$ cat src/rtl/ps2_key_receiver_if.sv
// PS/2 keyboard pins in, decoded key / error strobes out.
// Latency: n/a (signal bundle only).
// Backpressure: none; key_valid and frame_err are single-cycle strobes.
// Ports: ps2_clk/ps2_data (raw, asynchronous keyboard pins), key_ascii (held key),
//        key_valid (update strobe), frame_err (bad or abandoned frame strobe).
interface ps2_key_receiver_if;
    logic       ps2_clk;
    logic       ps2_data;
    logic [7:0] key_ascii;
    logic       key_valid;
    logic       frame_err;

    // Driver side: the keyboard model / upstream pins.
    modport master (
        output ps2_clk,
        output ps2_data,
        input  key_ascii,
        input  key_valid,
        input  frame_err
    );

    // Receiver side.
    modport slave (
        input  ps2_clk,
        input  ps2_data,
        output key_ascii,
        output key_valid,
        output frame_err
    );
endinterface

$ cat src/rtl/ps2_key_receiver.sv
// PS/2 set-2 receiver: filters ps2_clk, deserializes frames, maps f/c/s make codes to ASCII.
// Latency: key_valid / frame_err one clk after the filtered ps2_clk falling edge of the stop bit.
// Backpressure: none; the keyboard cannot be stalled, consumers must take the strobes as they come.
// Ports: clk, rst_n (async active-low), bus (slave modport: ps2_clk, ps2_data in;
//        key_ascii, key_valid, frame_err out).
module ps2_key_receiver #(
    parameter int FILTER_LEN     = 8,
    parameter int TIMEOUT_CYCLES = 100000
) (
    input  logic                 clk,
    input  logic                 rst_n,
    ps2_key_receiver_if.slave    bus
);

    localparam int FW = (FILTER_LEN > 1) ? $clog2(FILTER_LEN) : 1;
    localparam int TW = (TIMEOUT_CYCLES > 1) ? $clog2(TIMEOUT_CYCLES) : 1;
    localparam logic [FW-1:0] FILT_MAX = FW'(FILTER_LEN - 1);
    localparam logic [TW-1:0] TO_MAX   = TW'(TIMEOUT_CYCLES - 1);

    typedef enum logic [1:0] {
        ST_IDLE,
        ST_DATA,
        ST_PARITY,
        ST_STOP
    } state_t;

    // Synchronizers idle high, matching the released PS/2 lines.
    logic          clk_s1_q, clk_s2_q;
    logic          dat_s1_q, dat_s2_q;
    logic          filt_clk_q;
    logic [FW-1:0] filt_cnt_q;
    logic          fall_edge;

    state_t        state_q;
    logic [7:0]    shift_q;
    logic [2:0]    bit_cnt_q;
    logic          par_q;
    logic [TW-1:0] to_cnt_q;
    logic          brk_q, ext_q;
    logic [7:0]    key_ascii_q;
    logic          key_valid_q;
    logic          frame_err_q;

    logic          parity_ok;
    logic          map_hit_d;
    logic [7:0]    map_ascii_d;

    always_ff @(posedge clk or negedge rst_n) begin
        if (!rst_n) begin
            clk_s1_q <= 1'b1;
            clk_s2_q <= 1'b1;
            dat_s1_q <= 1'b1;
            dat_s2_q <= 1'b1;
        end else begin
            clk_s1_q <= bus.ps2_clk;
            clk_s2_q <= clk_s1_q;
            dat_s1_q <= bus.ps2_data;
            dat_s2_q <= dat_s1_q;
        end
    end

    // Glitch filter: the level only flips after FILTER_LEN consecutive
    // synchronized samples disagree with it; any agreeing sample restarts the count.
    always_ff @(posedge clk or negedge rst_n) begin
        if (!rst_n) begin
            filt_clk_q <= 1'b1;
            filt_cnt_q <= '0;
        end else if (clk_s2_q != filt_clk_q) begin
            if (filt_cnt_q == FILT_MAX) begin
                filt_clk_q <= clk_s2_q;
                filt_cnt_q <= '0;
            end else begin
                filt_cnt_q <= filt_cnt_q + 1'b1;
            end
        end else begin
            filt_cnt_q <= '0;
        end
    end

    // High in the one cycle whose clock edge moves the filtered clock 1->0.
    assign fall_edge = filt_clk_q & ~clk_s2_q & (filt_cnt_q == FILT_MAX);

    // Odd parity across the eight data bits plus the parity bit.
    assign parity_ok = ^{shift_q, par_q};

    always_comb begin
        map_hit_d   = 1'b1;
        map_ascii_d = 8'h00;
        case (shift_q)
            8'h2B:   map_ascii_d = 8'h66;
            8'h21:   map_ascii_d = 8'h63;
            8'h1B:   map_ascii_d = 8'h73;
            default: map_hit_d   = 1'b0;
        endcase
    end

    always_ff @(posedge clk or negedge rst_n) begin
        if (!rst_n) begin
            state_q     <= ST_IDLE;
            shift_q     <= '0;
            bit_cnt_q   <= '0;
            par_q       <= 1'b0;
            to_cnt_q    <= '0;
            brk_q       <= 1'b0;
            ext_q       <= 1'b0;
            key_ascii_q <= 8'h00;
            key_valid_q <= 1'b0;
            frame_err_q <= 1'b0;
        end else begin
            key_valid_q <= 1'b0;
            frame_err_q <= 1'b0;
            if (state_q == ST_IDLE) begin
                to_cnt_q <= '0;
                if (fall_edge) begin
                    if (!dat_s2_q) begin
                        state_q   <= ST_DATA;
                        bit_cnt_q <= '0;
                    end else begin
                        frame_err_q <= 1'b1;
                    end
                end
            end else if (fall_edge) begin
                to_cnt_q <= '0;
                case (state_q)
                    ST_DATA: begin
                        shift_q   <= {dat_s2_q, shift_q[7:1]};
                        bit_cnt_q <= bit_cnt_q + 1'b1;
                        if (bit_cnt_q == 3'd7) begin
                            state_q <= ST_PARITY;
                        end
                    end
                    ST_PARITY: begin
                        par_q   <= dat_s2_q;
                        state_q <= ST_STOP;
                    end
                    default: begin
                        state_q <= ST_IDLE;
                        if (dat_s2_q && parity_ok) begin
                            if (shift_q == 8'hF0) begin
                                brk_q <= 1'b1;
                            end else if (shift_q == 8'hE0) begin
                                ext_q <= 1'b1;
                            end else if (brk_q || ext_q) begin
                                // Break or extended key: swallow the code that follows the prefix.
                                brk_q <= 1'b0;
                                ext_q <= 1'b0;
                            end else if (map_hit_d) begin
                                key_ascii_q <= map_ascii_d;
                                key_valid_q <= 1'b1;
                            end
                        end else begin
                            frame_err_q <= 1'b1;
                        end
                    end
                endcase
            end else if (to_cnt_q == TO_MAX) begin
                // Keyboard went quiet mid-frame: drop it and any pending prefix.
                state_q     <= ST_IDLE;
                to_cnt_q    <= '0;
                brk_q       <= 1'b0;
                ext_q       <= 1'b0;
                frame_err_q <= 1'b1;
            end else begin
                to_cnt_q <= to_cnt_q + 1'b1;
            end
        end
    end

    assign bus.key_ascii = key_ascii_q;
    assign bus.key_valid = key_valid_q;
    assign bus.frame_err = frame_err_q;

endmodule

$ cat src/flat_wrapper.sv
// flat-port wrapper written by rule: the top's interface ports become plain ports
module ps2_key_receiver_flat 
#(
    parameter int FILTER_LEN     = 8,
    parameter int TIMEOUT_CYCLES = 100000
)
  (clk, rst_n, bus_ps2_clk, bus_ps2_data, bus_key_ascii, bus_key_valid, bus_frame_err);
  ps2_key_receiver_if bus_i ();
  input  logic clk;
  input  logic rst_n;
  input wire logic [$bits(bus_i.ps2_clk)-1:0] bus_ps2_clk;
  input wire logic [$bits(bus_i.ps2_data)-1:0] bus_ps2_data;
  output wire logic [$bits(bus_i.key_ascii)-1:0] bus_key_ascii;
  output wire logic [$bits(bus_i.key_valid)-1:0] bus_key_valid;
  output wire logic [$bits(bus_i.frame_err)-1:0] bus_frame_err;
  assign bus_i.ps2_clk = bus_ps2_clk;
  assign bus_i.ps2_data = bus_ps2_data;
  assign bus_key_ascii = bus_i.key_ascii;
  assign bus_key_valid = bus_i.key_valid;
  assign bus_frame_err = bus_i.frame_err;
  ps2_key_receiver #(.FILTER_LEN(FILTER_LEN), .TIMEOUT_CYCLES(TIMEOUT_CYCLES)) u_core (.clk(clk), .rst_n(rst_n), .bus(bus_i));
endmodule
$ cat config.mk
export PLATFORM = sky130hd
export DESIGN_NAME = ps2_key_receiver_flat
export DESIGN_NICKNAME = d
export VERILOG_FILES = /design/src/rtl/ps2_key_receiver_if.sv /design/src/rtl/ps2_key_receiver.sv /design/src/flat_wrapper.sv
export SDC_FILE = /design/constraint.sdc
export NUM_CORES = 1
export LEC_CHECK = 0
export CAP_MARGIN = 0
export CORE_MARGIN = 2
export CORE_UTILIZATION = 45
export CTS_CLUSTER_SIZE = 28
export DETAILED_ROUTE_END_ITERATION = 12
export HOLD_SLACK_MARGIN = 0.15
export PLACE_DENSITY = 0.65
export SYNTH_ARGS = -nofsm -noshare
export SYNTH_HDL_FRONTEND = slang
export SYNTH_SLANG_ARGS = --single-unit
$ cat constraint.sdc
create_clock -name clk -period 2.9 [get_ports clk]
set_clock_uncertainty 0.15 [all_clocks]
set_input_delay 0.725 -clock clk [delete_from_list [all_inputs] [get_ports clk]]
set_output_delay 0.725 -clock clk [all_outputs]
set_load 0.1 [all_outputs]
==> results.yml, run 1 <==
status:
  outcome: "finished clean"
floorplan:
  ios: 14
  chipHeight_um: 77.0
  die_ar_mm2: 0.00593
  fp.dieW_um: 77.0
  rows: 26
  initial_core_util_pct: 46.7
  coreArea_mm2: 0.00514
grt:
  largest_net_degree_at_the_start_of_global_routing: 48
  first_global_vias: 1485
  grt_first_pass_wirelength_um: 7040
  groute.usage.overall_pct: 15.0
  gr-total-overflow: 0
  initial_antenna_violation_count: 0
clock_network:
  cts.reportedPaths.clkPinSlew_ns: 0.09
  ctsHoldBuffers: 0
  tritoncts_num_sinks: 47
  post-cts-setup-buffer-count: 0
  root_buffer: "clkbuf_8"
  cts_resized: 0
  insertion_delay_ns: 0.30
  tritoncts.num_buffers: 5
  clock_tree_from_tritoncts: "done"
  ctsHtreeMaxLevel: 2
  cts_max_path_buffers: 2
logic_synthesis:
  synth_cells: 224
  synth_most_common_cell: "dfrtp_1"
  ys.flop_type: "dfrtp_1"
  synth_top_cells_by_count: "dfrtp_1 (42), nor2_1 (25), nand2_1 (19)"
  synthDistinctLibCells: 44
  ys_top_cells_by_area: "dfrtp_1 (44%), dfstp_2 (5.5%), ha_1 (5.2%)"
  yosysWarnings: 0
  post_synth_instance_area_mm2: 0.00240
  synth-seq-cells: 47
  postSynth.asyncResetShare_pct: 100
  post_synth.cell_area_avg_um2: 10.7
  synth-edff-count: 0
  netlist.top_cell.by_area: "dfrtp_1"
  post_synthesis_sequential_area_ratio_pct: 49.3
  synth_top_area_share_pct: 43.8
power:
  power.density_cell_area_mw_per_mm2: 433
  static-leakage-power_nw: 1.13
  maximum_vdd_drop_uv: 279
  report.power.total_mw: 1.13
placed_design:
  place_inst: 297
  port_buffers: 11
  globalplace.congestion: 0.823
  place_ws_ns: 0.588
  placed_wire_length_estimate_after_detailed_placement_um: 2780
sta:
  rsz0062_at_grt: "no"
  slew_viol_final: 0
  post-route-min-period_ns: 2.33
  layout_worst_path_cycle_share_pct: 80.3
  slew_headroom_pct: 62.0
  achievable-frequency_ghz: 0.429
  timing_hold_violations_final: 0
  setup-violations-final: 0
  fin_ws_ns: 0.571
  worst-slew-pin-transition_ns: 0.562
  setup_tns_ns: 0
routing:
  route.detailed.wl_per_inst_um: 13.0
  drt_pre_antenna_iters: 4
  route.detailed.drc: 0
  detailroute.via_count: 1569
  drt-vias-per-instance: 5.14
  detail_route.wirelength_um: 3980
  detailedRoute.firstIterationViolations: 106
  drtAntennaViolNets: 0
layout:
  utilization_pct: 50.8
  syn2layout_area_growth_pct: 8.81
  drive_gt1_share_pct: 17.4
  num-nets-final: 248
  final_cells: 305
  num_antenna_cells: 0
worst_hold_path:
  hold_path_startpoint: "u_core.dat_s1_q$_DFF_PN1_"
  hold_path_class: "flip-flop to flip-flop"
setup_path:
  worst-path-max-fanout: 10
  critPathLaunch: "u_core.shift_q[4]$_DFFE_PN0P_"
  worst-endpoint-required_ns: 2.95
  worst_ep_arrival_time_ns: 2.38
  rr_startpoint: "u_core.shift_q[4]$_DFFE_PN0P_"
  endpoint_kind: "flip-flop"
  critical_path_class: "flip-flop to flip-flop"
  startpoint_type: "flip-flop"
run:
  max_cap_viol_count: 0
-- worst paths after layout --
| path | end | depth (start not counted) | slack, ns |
|---|---|---|---|
| min in group asynchronous | u_core.to_cnt_q[10]$_DFF_PN0_ | 2 | 0.34 |
| worst min-delay path | u_core.dat_s2_q$_DFF_PN1_ | 0 | 0.21 |
| max in group asynchronous | u_core.bit_cnt_q[1]$_DFFE_PN0P_ | 2 | 1.86 |
| worst max-delay path | u_core.bus.key_ascii[4]$_DFFE_PN0P_ | 5 | 0.57 |
| worst max register to register | u_core.bus.key_ascii[4]$_DFFE_PN0P_ | 5 | 0.57 |
| worst min register to register | u_core.dat_s2_q$_DFF_PN1_ | 0 | 0.21 |
-- state kept, by name, summed over array words and instances (netlist names) --
name	cells
u_core.clk_s2_q	1
u_core.par_q	1
u_core.bus.key_valid	1
u_core.filt_clk_q	1
u_core.state_q	2
u_core.to_cnt_q	17
u_core.bit_cnt_q	3
u_core.dat_s1_q	1
u_core.bus.key_ascii	4
u_core.ext_q	1
u_core.clk_s1_q	1
u_core.filt_cnt_q	3
u_core.shift_q	8
u_core.dat_s2_q	1
u_core.bus.frame_err	1
u_core.brk_q	1
-- power breakdown --
| part | switching, mW | internal, mW |
|---|---|---|
| Clock | 0.220 | 0.169 |
| Combinational | 0.0368 | 0.0192 |
| Sequential | 0.00815 | 0.677 |
-- kinds of logic after synthesis --
kind of cell	count (synthesis)	synth area share (%)
AOI/OAI and AO/OA	20	4.74
buffers and inverters	15	3.18
muxes	15	7.20
other	1	0.156
adders and majority gates	10	5.21
DFF	47	49.3
xor gates and xnor gates	22	8.92
and+or+nand+nor	94	21.3
-- placed cells by master (no fill, tap or decap), types with 3 or more instances in the layout --
cell,n
ha_1,10
a21oi_1,4
clkbuf_8,5
nand2_1,19
o21ai_0,9
xnor2_1,10
nand3b_1,3
nor2b_1,5
nand4_1,4
nor4_1,3
nor2_1,25
a31oi_1,3
dfstp_2,5
buf_4,9
mux2i_1,3
inv_1,5
mux2_2,10
nand3_1,9
dfrtp_1,42
and3_1,3
xor2_1,10
nor3_1,6
-- metrics by stage --
step / area (um^2) / hold slack (ns)
2_1_floorplan: 2400 / 0.195
3_3_place_gp: 2530 / 0.196
3_5_place_dp: 2530 / 0.197
4_1_cts: 2610 / 0.209
5_1_grt: 2610 / 0.217
6_report: 2610 / 0.207
-- final cells by class --
type / count / area, um^2
Multi-Input combinational cell: 163 / 1140
Fill cell: 490 / 2530
Tap cell: 70 / 87.6
Clock buffer: 6 / 72.6
Timing Repair Buffer: 12 / 92.6
Clock inverter: 2 / 12.5
Inverter: 5 / 18.8
Sequential cell: 47 / 1180
-- worst max-delay path, stage by stage (launching register included) --
cell and delay (ns):
dfrtp_1 0.51, xor2_1 0.22, xnor3_1 0.46, xnor2_2 0.26, and4bb_4 0.32, mux2_4 0.30
-- metal layers --
layer	global-route usage, %	routed length (um)
met1	22.2	2100
met2	21.4	1700
met3	2.59	104
met4	6.96	77
met5	0	0
(Power assumes the default switching activity.)
==> run 2, diff against run 1 <==
==> constraint.sdc (replaced) <==
create_clock -name clk -period 2.43 [get_ports clk]
set_clock_uncertainty 0.15 [all_clocks]
set_input_delay 0.6075 -clock clk [delete_from_list [all_inputs] [get_ports clk]]
set_output_delay 0.6075 -clock clk [all_outputs]
set_load 0.1 [all_outputs]
==> run 2 against run 1 <==
  * Power up 18%
  * Worst setup slack worse by 0.45 ns
  * Global-route usage down 0.30 points
  * Via count barely moved
  * Sequential cell count stayed put
  * First-iteration DRC count is 26% lower
  * Wire length decreased by 1.6%
  * Die area did not move
  * Hold slack improved by 0.0027 ns
  * Count of clock-buffer cells in the layout up 1
  * Highest routed layer unchanged
==> results.yml, run 2 (same netlist as run 1, synthesis figures left out) <==
status:
  outcome: "finished clean"
layout:
  num_antenna_cells: 0
  drive_gt1_share_pct: 18.8
  syn2layout_area_growth_pct: 10.4
  largest_register_ffs: 17
  layout.cells.most_common: "dfrtp_1"
  commonest_cells_after_routing_fill_and_taps_aside: "dfrtp_1 (41), nor2_1 (25), nand2_1 (19)"
  num-nets-final: 253
  top_register_by_number_of_flip_flops: "u_core.to_cnt_q"
floorplan:
  rows: 26
  die_ar_mm2: 0.00593
  coreArea_mm2: 0.00514
  ios: 14
  chipHeight_um: 77.0
  initial_core_util_pct: 46.7
  fp.dieW_um: 77.0
clock_network:
  tritoncts.num_buffers: 5
  tritoncts_num_sinks: 47
  root_buffer: "clkbuf_8"
  cts.reportedPaths.clkPinSlew_ns: 0.09
  insertion_delay_ns: 0.30
  ctsHtreeMaxLevel: 2
  cts_max_path_buffers: 2
  clock_tree_from_tritoncts: "done"
sta:
  timing_hold_violations_final: 0
  setup-violations-final: 0
  setup_tns_ns: 0
  worst-slew-pin-transition_ns: 0.548
  slew_headroom_pct: 63.4
  achievable-frequency_ghz: 0.434
  post-route-min-period_ns: 2.31
  slew_viol_final: 0
  hold_slack_ns: 0.210
  rsz0062_at_grt: "no"
  layout_worst_path_cycle_share_pct: 94.9
  fin_ws_ns: 0.125
setup_path:
  critical-path-max-stage-delay_ns: 0.47
  ff2ff_path_depth: 5
  cp_cell_instances: "xor2_1, xnor3_1, xnor2_2, and4bb_4, mux2_4"
  startpoint_type: "flip-flop"
  worst-endpoint-required_ns: 2.46
  worst_ep_arrival_time_ns: 2.33
  regToRegSetupSlack_ns: 0.12
  crit_path_top_delay_cell: "dfrtp_2"
  worst_r2r_endpoint: "u_core.bus.key_ascii[2]$_DFFE_PN0P_"
  rr_startpoint: "u_core.shift_q[4]$_DFFE_PN0P_"
  worst-path-max-fanout: 10
  critical_path_class: "flip-flop to flip-flop"
  endpoint_kind: "flip-flop"
worst_hold_path:
  hold_depth: 0
  hold_path_class: "flip-flop to flip-flop"
  hold_path_startpoint: "u_core.dat_s1_q$_DFF_PN1_"
  holdPathEnd: "u_core.dat_s2_q$_DFF_PN1_"
placed_design:
  placed_wire_length_estimate_after_detailed_placement_um: 2880
  place_ws_ns: 0.108
  globalplace.congestion: 0.854
  port_buffers: 11
routing:
  drt-vias-per-instance: 5.06
  drt_pre_antenna_iters: 5
  detailedRoute.firstIterationViolations: 78
  detail_route.wirelength_um: 3910
  route.detailed.drc: 0
  drtAntennaViolNets: 0
  detailroute.via_count: 1570
  route.detailed.wl_per_inst_um: 12.6
power:
  net-switching-power_uw: 296
  maximum_vdd_drop_uv: 315
  switching_share_pct: 22.2
  static-leakage-power_nw: 1.16
  clockPowerShare_pct: 33.3
  internal_power_mw: 1.04
  power.density_cell_area_mw_per_mm2: 503
  share_seq_of_total_power_pct: 61.4
  power.share.combinational_pct: 5.3
grt:
  groute.usage.overall_pct: 14.7
  largest_net_degree_at_the_start_of_global_routing: 18
  grt_first_pass_wirelength_um: 6900
  gr-total-overflow: 0
  first_global_vias: 1477
  initial_antenna_violation_count: 0
run:
  max_cap_viol_count: 0
[run 2: changes by cell type in the layout (fill, tap and decap cells not counted), sizes merged]
cell | previous run | this run
dlygate4sd3 | 0 | 1
clkbuf | 6 | 7
clkinvlp | 1 | 0
buf | 10 | 14
[run 2: area by class of cell]
type	instances	area (um^2)
Fill cell	485	2490
Sequential cell	47	1180
Multi-Input combinational cell	163	1140
Timing Repair Buffer	17	133
Tap cell	70	87.6
Clock buffer	7	76.3
Inverter	5	18.8
Clock inverter	1	5.00
[run 2: worst max path at each step]
stage / startpoint / end / slack [ns] / depth (start not counted)
2_1_floorplan: u_core.shift_q[4]$_DFFE_PN0P_ / u_core.bus.key_ascii[2]$_DFFE_PN0P_ / 0.23 / 6
3_3_place_gp: u_core.shift_q[4]$_DFFE_PN0P_ / u_core.bus.key_ascii[2]$_DFFE_PN0P_ / 0.19 / 5
3_5_place_dp: u_core.shift_q[4]$_DFFE_PN0P_ / u_core.bus.key_ascii[2]$_DFFE_PN0P_ / 0.11 / 5
4_1_cts: u_core.shift_q[4]$_DFFE_PN0P_ / u_core.bus.key_ascii[2]$_DFFE_PN0P_ / 0.1 / 5
5_1_grt: u_core.shift_q[5]$_DFFE_PN0P_ / u_core.bus.key_ascii[2]$_DFFE_PN0P_ / 0.01 / 5
6_report: u_core.shift_q[4]$_DFFE_PN0P_ / u_core.bus.key_ascii[2]$_DFFE_PN0P_ / 0.12 / 5
[run 2: worst max-delay path: cells and delay by family, from the launching register on]
kind / cells / cell delay [ns]
flops: 1 / 0.47
xor+xnor: 3 / 0.95
simple gates: 1 / 0.32
mux: 1 / 0.30
[run 2: stage by stage]
step	util (%)	instances	total power, mW	area, um^2
after floorplan	-	225	0.877	2400
after global placement	49.7	301	0.904	2560
after detailed placement	49.7	301	0.904	2560
after CTS	51.5	310	1.35	2650
after global routing	51.5	310	1.40	2650
final	51.5	310	1.33	2650
[run 2: layer usage]
layer	vias to the layer above	global-route usage (%)	share of wire, %
met5	-	0	0
met4	0	6.25	0.87
met3	2	3.65	3.0
met2	24	20.6	43
met1	747	21.6	53
li1	797	-	-
[run 2: power by group through the flow]
stage	Combinational, mW	Sequential [mW]	Clock, mW
2_1_floorplan	0.0455	0.831	0
3_3_place_gp	0.0706	0.833	0
3_5_place_dp	0.0708	0.833	0
4_1_cts	0.0731	0.818	0.464
5_1_grt	0.0860	0.820	0.491
6_report	0.0706	0.817	0.443
[run 2: what timing repair did]
item | in CTS | in global routing
hold endpoints to repair | 11 | 0
setup buffers | 0 | 0
setup endpoints to repair | 0 | 2
hold buffers | 1 | 0
gates resized for setup | 0 | 1
